==> src/rtl/frodo_row_acc_if.sv <==
// Bundle of job control, upstream partial stream and downstream element stream
// for frodo_row_acc. The master side drives the i_* signals.
interface frodo_row_acc_if #(
  parameter int WIDTH = 16
);
  // Handshake: a transfer happens on a rising edge where valid && ready are both
  // high; the sender holds valid and data stable until that edge, ready never
  // depends combinationally on valid.
  logic [2:0]       i_sec_lev;
  logic             i_start;
  logic [15:0]      i_num_elem;
  logic             i_valid;
  logic [WIDTH-1:0] i_partial;
  logic [WIDTH-1:0] i_err;
  logic             o_ready;
  logic             o_valid;
  logic [WIDTH-1:0] o_elem;
  logic             i_ready;
  logic             o_busy;
  logic             o_done;
  logic [1:0]       o_state;

  modport master (
    output i_sec_lev, i_start, i_num_elem, i_valid, i_partial, i_err, i_ready,
    input  o_ready, o_valid, o_elem, o_busy, o_done, o_state
  );

  modport slave (
    input  i_sec_lev, i_start, i_num_elem, i_valid, i_partial, i_err, i_ready,
    output o_ready, o_valid, o_elem, o_busy, o_done, o_state
  );
endinterface

==> src/rtl/frodo_row_acc.sv <==
// Collects n/T tree-adder partials plus an error term into one FrodoKEM matrix
// element, reduces it mod q and streams it out; counts elements per job.
module frodo_row_acc #(
  parameter int T     = 16,
  parameter int WIDTH = 16
) (
  input  logic            i_clk,
  input  logic            i_rst_n,
  frodo_row_acc_if.slave  bus
);

  typedef enum logic [1:0] {
    IDLE = 2'd0,
    ACC  = 2'd1,
    OUT  = 2'd2,
    DONE = 2'd3
  } state_t;

  localparam int BW = 11;
  localparam logic [BW-1:0]    BEATS_640  = BW'(640 / T);
  localparam logic [BW-1:0]    BEATS_976  = BW'(976 / T);
  localparam logic [BW-1:0]    BEATS_1344 = BW'(1344 / T);
  localparam logic [WIDTH-1:0] MASK_Q15   = WIDTH'((32'd1 << 15) - 32'd1);
  localparam logic [WIDTH-1:0] MASK_Q16   = WIDTH'((32'd1 << 16) - 32'd1);

  state_t           state_q, state_d;
  logic [BW-1:0]    beats_q, beat_cnt_q;
  logic [WIDTH-1:0] mask_q, acc_q, elem_q;
  logic [15:0]      num_elem_q, elem_cnt_q;

  logic [BW-1:0]    beats_sel;
  logic [WIDTH-1:0] mask_sel;
  logic [WIDTH-1:0] acc_next;
  logic             last_beat, last_elem;

  // Unknown security levels fall back to Frodo-640.
  always_comb begin
    beats_sel = BEATS_640;
    mask_sel  = MASK_Q15;
    case (bus.i_sec_lev)
      3'd3: begin beats_sel = BEATS_976;  mask_sel = MASK_Q16; end
      3'd5: begin beats_sel = BEATS_1344; mask_sel = MASK_Q16; end
      default: begin beats_sel = BEATS_640; mask_sel = MASK_Q15; end
    endcase
  end

  // The accumulator stays full width; reduction is applied only when the
  // element is registered for output, since it commutes with addition.
  assign acc_next  = ((beat_cnt_q == '0) ? bus.i_err : acc_q) + bus.i_partial;
  assign last_beat = (beat_cnt_q == (beats_q - BW'(1)));
  assign last_elem = ((elem_cnt_q + 16'd1) == num_elem_q);

  always_ff @(posedge i_clk) begin
    if (!i_rst_n) state_q <= IDLE;
    else          state_q <= state_d;
  end

  always_comb begin
    state_d = state_q;
    case (state_q)
      IDLE: if (bus.i_start) state_d = (bus.i_num_elem == 16'd0) ? DONE : ACC;
      ACC:  if (bus.i_valid && last_beat) state_d = OUT;
      OUT:  if (bus.i_ready) state_d = last_elem ? DONE : ACC;
      DONE: state_d = IDLE;
      default: state_d = IDLE;
    endcase
  end

  always_ff @(posedge i_clk) begin
    if (!i_rst_n) begin
      beats_q    <= '0;
      beat_cnt_q <= '0;
      mask_q     <= '0;
      acc_q      <= '0;
      elem_q     <= '0;
      num_elem_q <= '0;
      elem_cnt_q <= '0;
    end else begin
      case (state_q)
        IDLE: begin
          if (bus.i_start) begin
            beats_q    <= beats_sel;
            mask_q     <= mask_sel;
            num_elem_q <= bus.i_num_elem;
            beat_cnt_q <= '0;
            elem_cnt_q <= '0;
          end
        end
        ACC: begin
          if (bus.i_valid) begin
            acc_q <= acc_next;
            if (last_beat) begin
              elem_q     <= acc_next & mask_q;
              beat_cnt_q <= '0;
            end else begin
              beat_cnt_q <= beat_cnt_q + BW'(1);
            end
          end
        end
        OUT: begin
          if (bus.i_ready) elem_cnt_q <= elem_cnt_q + 16'd1;
        end
        default: ;
      endcase
    end
  end

  assign bus.o_ready = (state_q == ACC);
  assign bus.o_valid = (state_q == OUT);
  assign bus.o_busy  = (state_q != IDLE);
  assign bus.o_done  = (state_q == DONE);
  assign bus.o_elem  = elem_q;
  assign bus.o_state = state_q;

endmodule

==> src/flat_wrapper.sv <==
// flat-port wrapper written by rule: the top's interface ports become plain ports
module frodo_row_acc_flat 
#(
  parameter int T     = 16,
  parameter int WIDTH = 16
)
  (i_clk, i_rst_n, bus_i_sec_lev, bus_i_start, bus_i_num_elem, bus_i_valid, bus_i_partial, bus_i_err, bus_i_ready, bus_o_ready, bus_o_valid, bus_o_elem, bus_o_busy, bus_o_done, bus_o_state);
  frodo_row_acc_if #(.WIDTH(WIDTH)) bus_i ();
  input  logic i_clk;
  input  logic i_rst_n;
  input wire logic [$bits(bus_i.i_sec_lev)-1:0] bus_i_sec_lev;
  input wire logic [$bits(bus_i.i_start)-1:0] bus_i_start;
  input wire logic [$bits(bus_i.i_num_elem)-1:0] bus_i_num_elem;
  input wire logic [$bits(bus_i.i_valid)-1:0] bus_i_valid;
  input wire logic [$bits(bus_i.i_partial)-1:0] bus_i_partial;
  input wire logic [$bits(bus_i.i_err)-1:0] bus_i_err;
  input wire logic [$bits(bus_i.i_ready)-1:0] bus_i_ready;
  output wire logic [$bits(bus_i.o_ready)-1:0] bus_o_ready;
  output wire logic [$bits(bus_i.o_valid)-1:0] bus_o_valid;
  output wire logic [$bits(bus_i.o_elem)-1:0] bus_o_elem;
  output wire logic [$bits(bus_i.o_busy)-1:0] bus_o_busy;
  output wire logic [$bits(bus_i.o_done)-1:0] bus_o_done;
  output wire logic [$bits(bus_i.o_state)-1:0] bus_o_state;
  assign bus_i.i_sec_lev = bus_i_sec_lev;
  assign bus_i.i_start = bus_i_start;
  assign bus_i.i_num_elem = bus_i_num_elem;
  assign bus_i.i_valid = bus_i_valid;
  assign bus_i.i_partial = bus_i_partial;
  assign bus_i.i_err = bus_i_err;
  assign bus_i.i_ready = bus_i_ready;
  assign bus_o_ready = bus_i.o_ready;
  assign bus_o_valid = bus_i.o_valid;
  assign bus_o_elem = bus_i.o_elem;
  assign bus_o_busy = bus_i.o_busy;
  assign bus_o_done = bus_i.o_done;
  assign bus_o_state = bus_i.o_state;
  frodo_row_acc #(.T(T), .WIDTH(WIDTH)) u_core (.i_clk(i_clk), .i_rst_n(i_rst_n), .bus(bus_i));
endmodule
==> config.mk <==
export PLATFORM = sky130hd
export DESIGN_NAME = frodo_row_acc_flat
export DESIGN_NICKNAME = d
export VERILOG_FILES = /design/src/rtl/frodo_row_acc_if.sv /design/src/rtl/frodo_row_acc.sv /design/src/flat_wrapper.sv
export SDC_FILE = /design/constraint.sdc
export NUM_CORES = 1
export LEC_CHECK = 0
export CORE_ASPECT_RATIO = 1.4
export CORE_MARGIN = 1.5
export CORE_UTILIZATION = 30
export DETAILED_ROUTE_END_ITERATION = 12
export SLEW_MARGIN = 20
export SYNTH_ARGS = -nofsm -noshare
export SYNTH_HDL_FRONTEND = slang
export SYNTH_SLANG_ARGS = --single-unit
==> constraint.sdc <==
create_clock -name i_clk -period 6.9 [get_ports i_clk]
set_clock_uncertainty 0.15 [all_clocks]
set_input_delay 1.38 -clock i_clk [delete_from_list [all_inputs] [get_ports i_clk]]
set_output_delay 1.38 -clock i_clk [all_outputs]
set_load 0.005 [all_outputs]
==> results of run 1 <==
-- layer usage --
layer,part of all wire [%],wire length [um]
met5,0,0
met1,44,6230
met4,2.8,399
met3,3.6,508
met2,49,6920
-- stage by stage --
step	utilization, %	power [mW]
finish	38.3	1.31
global route	38.3	1.38
CTS	38.3	1.32
detailed placement	36.4	0.789
global placement	36.4	0.790
floorplan	-	0.695
-- cell usage in the layout (no fill, tap or decap), types with 3 or more instances in the layout --
| cell | netlist | routed |
|---|---|---|
| nand3b_1 | 4 | 4 |
| a311oi_1 | 4 | 4 |
| inv_1 | 17 | 17 |
| o22ai_1 | 4 | 4 |
| buf_4 | 1 | 4 |
| a22oi_1 | 4 | 4 |
| mux2i_1 | 5 | 5 |
| a211oi_1 | 4 | 4 |
| nand2b_1 | 10 | 10 |
| or2_2 | 4 | 4 |
| nor4_1 | 13 | 13 |
| ha_1 | 23 | 23 |
| clkbuf_16 | 0 | 9 |
| and2_1 | 4 | 4 |
| xnor2_1 | 32 | 32 |
| or4_1 | 4 | 4 |
| mux2_2 | 15 | 15 |
| xor2_1 | 18 | 18 |
| a31oi_1 | 5 | 5 |
| nor3_1 | 14 | 14 |
| nand3_1 | 35 | 35 |
| nand4_1 | 11 | 11 |
| nor2b_1 | 3 | 3 |
| or3_1 | 4 | 4 |
| nand2_1 | 94 | 94 |
| nor3b_1 | 4 | 4 |
| clkdlybuf4s50_1 | 0 | 77 |
| a21o_1 | 10 | 10 |
| a21oi_1 | 69 | 69 |
| nor2_1 | 46 | 46 |
| and3_1 | 9 | 9 |
| o21ai_0 | 27 | 27 |
| o31ai_1 | 3 | 3 |
| dfxtp_1 | 82 | 82 |
-- worst max-delay path, cell delays in order, from the launching register on --
cell	delay, ns
dfxtp_1	0.35
nor3_1	0.31
nand4_1	0.87
mux2_2	0.60
ha_1	0.35
o21ai_0	0.13
o21ai_0	0.25
nand3_1	0.18
a32oi_1	0.43
nor4_1	0.11
a311oi_1	0.31
a21oi_1	0.11
-- layout make-up --
class,count,share of cell area (%)
well taps,199,3.98
repair buffers,81,12.8
clock inverters,2,0.961
multi-input cells,512,50.7
clock buffers,13,4.16
flip-flops and latches,82,26.3
inverters,18,1.08
-- worst max path at each step --
stage	cells after the start	slack, ns	endpoint	startpoint
6_report	11	2.57	u_core.acc_q[15]$_SDFFE_PN0P_	u_core.beat_cnt_q[9]$_SDFFE_PN0P_
5_1_grt	13	2.16	u_core.acc_q[12]$_SDFFE_PN0P_	u_core.beat_cnt_q[3]$_SDFFE_PN0P_
4_1_cts	13	2.58	u_core.bus.o_elem[14]$_SDFFE_PN0P_	u_core.beat_cnt_q[2]$_SDFFE_PN0P_
3_5_place_dp	13	2.60	u_core.bus.o_elem[14]$_SDFFE_PN0P_	u_core.beat_cnt_q[9]$_SDFFE_PN0P_
3_3_place_gp	12	2.65	u_core.bus.o_elem[14]$_SDFFE_PN0P_	bus_i_err[0]
2_1_floorplan	11	3.39	u_core.bus.o_elem[14]$_SDFFE_PN0P_	bus_i_err[0]
-- report_power, final --
group | internal, mW | switching [mW] | total (mW)
Combinational | 0.124 | 0.145 | 0.269
Sequential | 0.492 | 0.0199 | 0.512
Clock | 0.335 | 0.195 | 0.531
-- Yosys cell counts (all sizes together) (15+ instances only) --
library cell  count
a21oi            69
clkbuf           31
dfxtp            82
ha               23
inv              17
mux2             15
nand2            94
nand3            35
nor2             46
o21ai            27
xnor2            32
xor2             18
-- cell families (layout without fill, tap and decap cells) --
family | count (synthesis) | in the layout | share of synthesized area (%)
xor gates and xnor gates | 50 | 50 | 8.68
buffers and inverters | 56 | 114 | 4.56
adders and majority gates | 24 | 24 | 6.10
AOI/OAI and AO/OA | 148 | 148 | 17.5
and+or+nand+nor | 270 | 270 | 26.2
DFF | 82 | 82 | 32.5
muxes | 20 | 20 | 4.34
-- registers in the layout (all words and copies together) (netlist names) --
| name | cells |
|---|---|
| u_core.mask_q | 1 |
| u_core.elem_cnt_q | 16 |
| u_core.acc_q | 16 |
| u_core.bus.o_state | 2 |
| u_core.beats_q | 4 |
| u_core.bus.o_elem | 16 |
| u_core.num_elem_q | 16 |
| u_core.beat_cnt_q | 11 |
==> results.yml, run 1 <==
global_routing:
  grtUsageMet3_pct: 2.48
  grt_pass1_vias: 4613
  grt_most_used_layer: "met2"
  grt_max_degree: 70
  use_met2_pct: 28.7
  grt_overflow: 0
  grt_antenna_before_repair: 0
  met1_usage_pct: 19.8
  grtUsageTotal_pct: 16.4
  grt_pass1_wl_mm: 23.0
placement:
  port_buffers: 77
  dp_hpwl_mm: 10.2
  place_area_sq_um: 5930
  gp_congestion: 0.902
  place_ws_ns: 2.60
  dp_cells: 892
worst_hold_path:
  hp-class: "reg -> reg"
  min-delay-start: "u_core.bus.o_elem[1]$_SDFFE_PN0P_"
  whs_path_depth: 2
  hold_end: "u_core.bus.o_elem[1]$_SDFFE_PN0P_"
critical_path:
  cp.required_ns: 6.92
  startpoint_type: "register"
  crit_arrival_ns: 4.35
  critPathCaptureType: "register"
  crit_fanout: 15
  path_class: "reg -> reg"
  reg2reg_slack_ns: 2.57
  r2r_cells: 11
  r2r-start: "u_core.beat_cnt_q[9]$_SDFFE_PN0P_"
  r2r-end: "u_core.acc_q[15]$_SDFFE_PN0P_"
routing:
  drc: 0
  wl_mm: 14.1
  antenna_left: 0
  vias: 4746
  drtPass1Iterations: 7
  vias_per_cell: 5.23
  wl_per_cell_um: 15.5
  first_iter_violations: 251
synthesis:
  synth_cell_type_count: 60
  yosysWarnings: 0
  synth_cells: 650
  async_reset_ff_share_pct: 0
  seq_area_frac_synth_pct: 32.5
  yosysTopAreaCellShare_pct: 32.5
  yosysTopAreaCell: "dfxtp_1"
  synth_area_leaders: "dfxtp_1 33%, nand2_1 7.0%, a21oi_1 6.8%"
  ys.flop_type: "dfxtp_1"
  syn_area_sq_um: 5040
  synth_seq_cells: 82
  syn-num-nets: 730
  syn_avg_cell_area_sq_um: 7.76
  synth_edf_count: 0
clock_network:
  htreeDepth: 3
  clk_pin_slew_ns: 0.07
  cts_num_sinks: 82
  cts-root-buf: "clkbuf_16"
  numCtsBuffers: 9
  post_cts.repair.setup_buffers: 0
  clk_path_buf_depth: 2
  tritoncts: "yes"
  clk_latency_ns: 0.34
  cts-resized-gates: 0
  hold_buffers: 0
flow_run:
  maxCapViolations: 0
finish:
  n_fill_cell: 1665
  n_antenna_cell: 0
  drive_gt1_share_pct: 5.93
  fin_nets: 784
  register_area_sq_um: 1640
  multiInputGateArea_sq_um: 3170
  stdcell_area_sq_um: 6250
  syn_to_final_growth_pct: 23.9
  fin_cells: 907
sta:
  slew_headroom_pct: 30.2
  final_hold_viol_count: 0
  fmax_mhz: 231
  slew_violations: 0
  fin_ws_ns: 2.57
  period_share_pct: 62.8
  tns_ns: 0
  holdWs_ns: 0.303
  tightest_slew_ns: 1.05
  min_period_ns: 4.33
  setup_viol: 0
  grt_setup_unrepaired: "no"
floorplan:
  core_sq_um: 16300
  io_pins: 78
  start_util_pct: 30.9
  rows: 55
  dieArea_sq_um: 17600
  die_w_um: 113
  die_h_um: 156
outcome:
  status: "finished, final reports clean"
power_and_ir_drop:
  p_leak_nw: 2.29
  ir_drop_mv: 0.108
  power-per-cell-area_nw_per_um2: 210
(Power assumes the default switching activity.)
==> run 2: changes to the inputs <==
Clock period 6.9 ns to 3.82 ns, I/O delays scaled along.
==> results.yml, run 2 (synthesis gave the netlist of run 1 again) <==
routing:
  wl_mm: 14.3
  first_iter_violations: 245
  drtPass1Iterations: 5
  drc: 0
  wl_per_cell_um: 15.5
  antenna_left: 0
  vias: 4831
  vias_per_cell: 5.24
clock_network:
  post_cts.repair.setup_buffers: 0
  cts-root-buf: "clkbuf_16"
  cts-resized-gates: 0
  hold_buffers: 0
  clk_path_buf_depth: 2
  cts_num_sinks: 82
  htreeDepth: 3
  clk_pin_slew_ns: 0.06
  tritoncts: "yes"
  clk_latency_ns: 0.35
  numCtsBuffers: 9
critical_path:
  critPathCaptureType: "register"
  critical_path_buf_inv_count: 1
  path_class: "reg -> reg"
  crit_fanout: 3
  cp_slowest_stage_delay_ns: 0.39
  startpoint_type: "register"
  crit_slowest_cell: "fa_1"
  cp.required_ns: 3.95
  cp_cell_sequence: "nor4_1 -> nand4_1 -> mux2_2 -> ha_1 -> inv_1 -> fa_1 -> nand3b_1 -> a211oi_1 -> nor4_1 -> o31ai_1 -> xnor2_1 -> nand3_1 -> a21oi_1"
  critical-path-top-delay-family: "simple AND/OR/NAND/NOR gates"
  cp_common_cell: "nor4_1"
  crit_arrival_ns: 3.63
sta:
  slew_headroom_pct: 47.1
  period_share_pct: 91.7
  tightest_slew_ns: 0.794
  setup_viol: 0
  holdWs_ns: 0.304
  slew_violations: 0
  min_period_ns: 3.50
  tns_ns: 0
  fmax_mhz: 285
  fin_ws_ns: 0.315
  grt_setup_unrepaired: "no"
  final_hold_viol_count: 0
global_routing:
  grt_pass1_vias: 4868
  grt_overflow: 0
  grt_max_degree: 70
  grtUsageTotal_pct: 16.9
  grt_antenna_before_repair: 0
  grt_pass1_wl_mm: 23.7
floorplan:
  die_h_um: 156
  dieArea_sq_um: 17600
  io_pins: 78
  core_sq_um: 16300
  start_util_pct: 30.9
  rows: 55
  die_w_um: 113
finish:
  mostFrequentLayoutCell: "nand2_1"
  mostFrequentLayoutCells: "94 x nand2_1, 82 x dfxtp_1, 77 x clkdlybuf4s50_1"
  n_fill_cell: 1629
  drive_gt1_share_pct: 8.44
  register_area_sq_um: 1640
  final_core_util_pct: 39.2
  multiInputGateArea_sq_um: 3180
  fin_nets: 798
  syn_to_final_growth_pct: 26.6
  n_antenna_cell: 0
worst_hold_path:
  hp-class: "reg -> reg"
placement:
  gp_congestion: 0.919
  port_buffers: 77
  dp_hpwl_mm: 10.5
  place_ws_ns: 0.137
power_and_ir_drop:
  power.total_mw: 2.40
  p_leak_nw: 2.37
  power-per-cell-area_nw_per_um2: 376
  ir_drop_mv: 0.197
flow_run:
  maxCapViolations: 0
outcome:
  status: "finished, final reports clean"
run 2: stage by stage:
step	area, sq um	instances
after global routing	6390	922
after detailed placement	6040	906
after floorplan	5040	650
final	6390	922
after global placement	6040	906
after CTS	6370	922
run 2: path summary, 6_finish.rpt:
kind | start | endpoint | slack [ns] | cells after the start
setup reg to reg | u_core.beat_cnt_q[2]$_SDFFE_PN0P_ | u_core.bus.o_elem[14]$_SDFFE_PN0P_ | 0.32 | 13
hold reg to reg | u_core.bus.o_elem[4]$_SDFFE_PN0P_ | u_core.bus.o_elem[4]$_SDFFE_PN0P_ | 0.30 | 2
hold / removal | u_core.bus.o_elem[4]$_SDFFE_PN0P_ | u_core.bus.o_elem[4]$_SDFFE_PN0P_ | 0.30 | 2
setup / recovery | u_core.beat_cnt_q[2]$_SDFFE_PN0P_ | u_core.bus.o_elem[14]$_SDFFE_PN0P_ | 0.32 | 13
run 2: worst register-to-register path: cells and delay by family, from the launching register on:
family          cells  cell delay (ns)
flops               1             0.31
buf+inv             1             0.07
mux                 1             0.30
xor+xnor            1             0.18
fa+ha+maj           2             0.61
compound gates      3             0.76
simple gates        5             1.05
run 2: cell type report:
| class | instances | share of cell area, % |
|---|---|---|
| clock inverters | 4 | 1.14 |
| multi-input cells | 512 | 49.9 |
| flip-flops and latches | 82 | 25.7 |
| repair buffers | 95 | 14.2 |
| clock buffers | 12 | 4.17 |
| well taps | 199 | 3.90 |
| inverters | 18 | 1.06 |
run 2: routing by layer:
metal,part of all wire (%),routed length [um],GRT usage (%)
met5,0,0,0
met4,2.8,405,6.93
met3,5.5,786,3.76
met2,50,7170,30.5
met1,41,5890,19.3
run 2: where the power goes:
part           total, mW  leakage (nW)  switching [mW]  internal [mW]
Combinational      0.496          1.54           0.266          0.229
Sequential         0.923         0.665          0.0351          0.888
Clock              0.984         0.165           0.359          0.625
==> run 3: changes to the inputs <==
Settings changed: CTS_BUF_LIST from default to sky130_fd_sc_hd__clkbuf_4.
==> results.yml, run 3 (synthesis gave the netlist of run 1 again) <==
outcome:
  status: "finished, final reports clean"
routing:
  first_iter_violations: 232
  drc: 0
  vias_per_cell: 5.23
  drtPass1Iterations: 5
  wl_mm: 14.2
  vias: 4831
  wl_per_cell_um: 15.4
  antenna_left: 0
clock_network:
  clk_latency_ns: 0.46
  clk_path_buf_depth: 2
  cts-root-buf: "clkbuf_4"
  htreeDepth: 3
  post_cts.repair.setup_buffers: 0
  numCtsBuffers: 9
  tritoncts: "yes"
  cts_num_sinks: 82
  clk_pin_slew_ns: 0.13
sta:
  slew_headroom_pct: 47.2
  min_period_ns: 3.48
  fmax_mhz: 288
  tns_ns: 0
  period_share_pct: 91.0
  tightest_slew_ns: 0.792
  grt_setup_unrepaired: "no"
  setup_viol: 0
  holdWs_ns: 0.313
  slew_violations: 0
  final_hold_viol_count: 0
power_and_ir_drop:
  ir_drop_mv: 0.138
  power-per-cell-area_nw_per_um2: 321
  p_leak_nw: 2.29
placement:
  dp_cells: 906
  port_buffers: 77
  dp_hpwl_mm: 10.5
  gp_congestion: 0.919
worst_hold_path:
  hp-class: "reg -> reg"
  whs_path_depth: 2
floorplan:
  core_sq_um: 16300
  io_pins: 78
  start_util_pct: 30.9
  die_w_um: 113
  rows: 55
  die_h_um: 156
  dieArea_sq_um: 17600
flow_run:
  maxCapViolations: 0
critical_path:
  crit_arrival_ns: 3.66
  r2r_cells: 12
  startpoint_type: "register"
  path_class: "reg -> reg"
  critPathCaptureType: "register"
  cp.required_ns: 4.01
  crit_fanout: 5
finish:
  mostFrequentLayoutCells: "94 x nand2_1, 82 x dfxtp_1, 77 x clkdlybuf4s50_1"
  n_fill_cell: 1661
  drive_gt1_share_pct: 8.16
  fin_nets: 798
  fin_cells: 923
  syn_to_final_growth_pct: 23.1
  mostFrequentLayoutCell: "nand2_1"
global_routing:
  grt_pass1_vias: 4888
  grt_antenna_before_repair: 1
  grt_pass1_wl_mm: 23.7
  grtUsageTotal_pct: 16.9
  grt_max_degree: 70
  grt_overflow: 0
[run 3: cell types whose count changed in the layout (fill, tap and decap cells not counted)]
cell,delta
clkbuf_4,+9
o21ai_0,-1
diode_2,+1
clkinv_1,+3
a211oi_1,-1
o21ai_1,+1
a211oi_2,+1
clkbuf_16,-9
clkbuf_8,-3
[run 3: worst max-delay path, cell delays in order (launching register included)]
cell      delay (ns)
dfxtp_1         0.34
nor4_1          0.35
nand4_1         0.28
buf_4           0.25
mux2_2          0.27
ha_1            0.33
o21ai_0         0.14
o21ai_1         0.19
nand3_1         0.17
a32oi_2         0.33
nor4_1          0.10
a311oi_1        0.31
o21ai_0         0.15
[run 3: where the power goes]
| group | internal (mW) | total (mW) | switching, mW |
|---|---|---|---|
| registers | 0.888 | 0.923 | 0.0351 |
| logic | 0.229 | 0.496 | 0.267 |
| clock network | 0.258 | 0.570 | 0.313 |
[run 3: timing repair]
action / CTS / global route
endpoints found under the setup margin: 0 / 5
hold buffers: 0 / 0
resized for setup: 0 / 4
[run 3: worst paths after layout]
kind	endpoint	slack, ns	from
max	u_core.bus.o_elem[15]$_SDFFE_PN0P_	0.34	u_core.beat_cnt_q[2]$_SDFFE_PN0P_
min	u_core.bus.o_elem[4]$_SDFFE_PN0P_	0.31	u_core.bus.o_elem[4]$_SDFFE_PN0P_
max reg2reg	u_core.bus.o_elem[15]$_SDFFE_PN0P_	0.34	u_core.beat_cnt_q[2]$_SDFFE_PN0P_
min reg2reg	u_core.bus.o_elem[4]$_SDFFE_PN0P_	0.31	u_core.bus.o_elem[4]$_SDFFE_PN0P_
[run 3: metal layers]
| layer | routed length [um] | share of wire (%) | vias up | track usage, % |
|---|---|---|---|---|
| li1 | - | - | 2431 | - |
| met1 | 5840 | 41 | 2227 | 19.2 |
| met2 | 7110 | 50 | 145 | 30.3 |
| met3 | 779 | 5.5 | 28 | 2.75 |
| met4 | 486 | 3.4 | 0 | 8.86 |
| met5 | 0 | 0 | - | 0 |
[run 3: stage by stage]
stage               util [%]  instance area [sq um]  total power [mW]  setup slack (ns)
global placement        37.0                   6040              1.43             0.163
CTS                     37.9                   6190              2.01             0.149
floorplan                  -                   5040              1.26             0.329
detailed placement      37.0                   6040              1.43             0.137
finish                  38.1                   6210              1.99             0.345
global route            38.1                   6210              2.11            0.0688
[run 3: cell type report]
class / count / area, sq um / share of cell area (%)
clock inverter: 7 / 83.8 / 1.35
clock buffer: 9 / 67.6 / 1.09
inverter: 18 / 67.6 / 1.09
timing repair buffer: 95 / 906 / 14.6
multi-input combinational: 512 / 3190 / 51.4
antenna: 1 / 2.50 / 0.0403
sequential: 82 / 1640 / 26.4
tap: 199 / 249 / 4.01
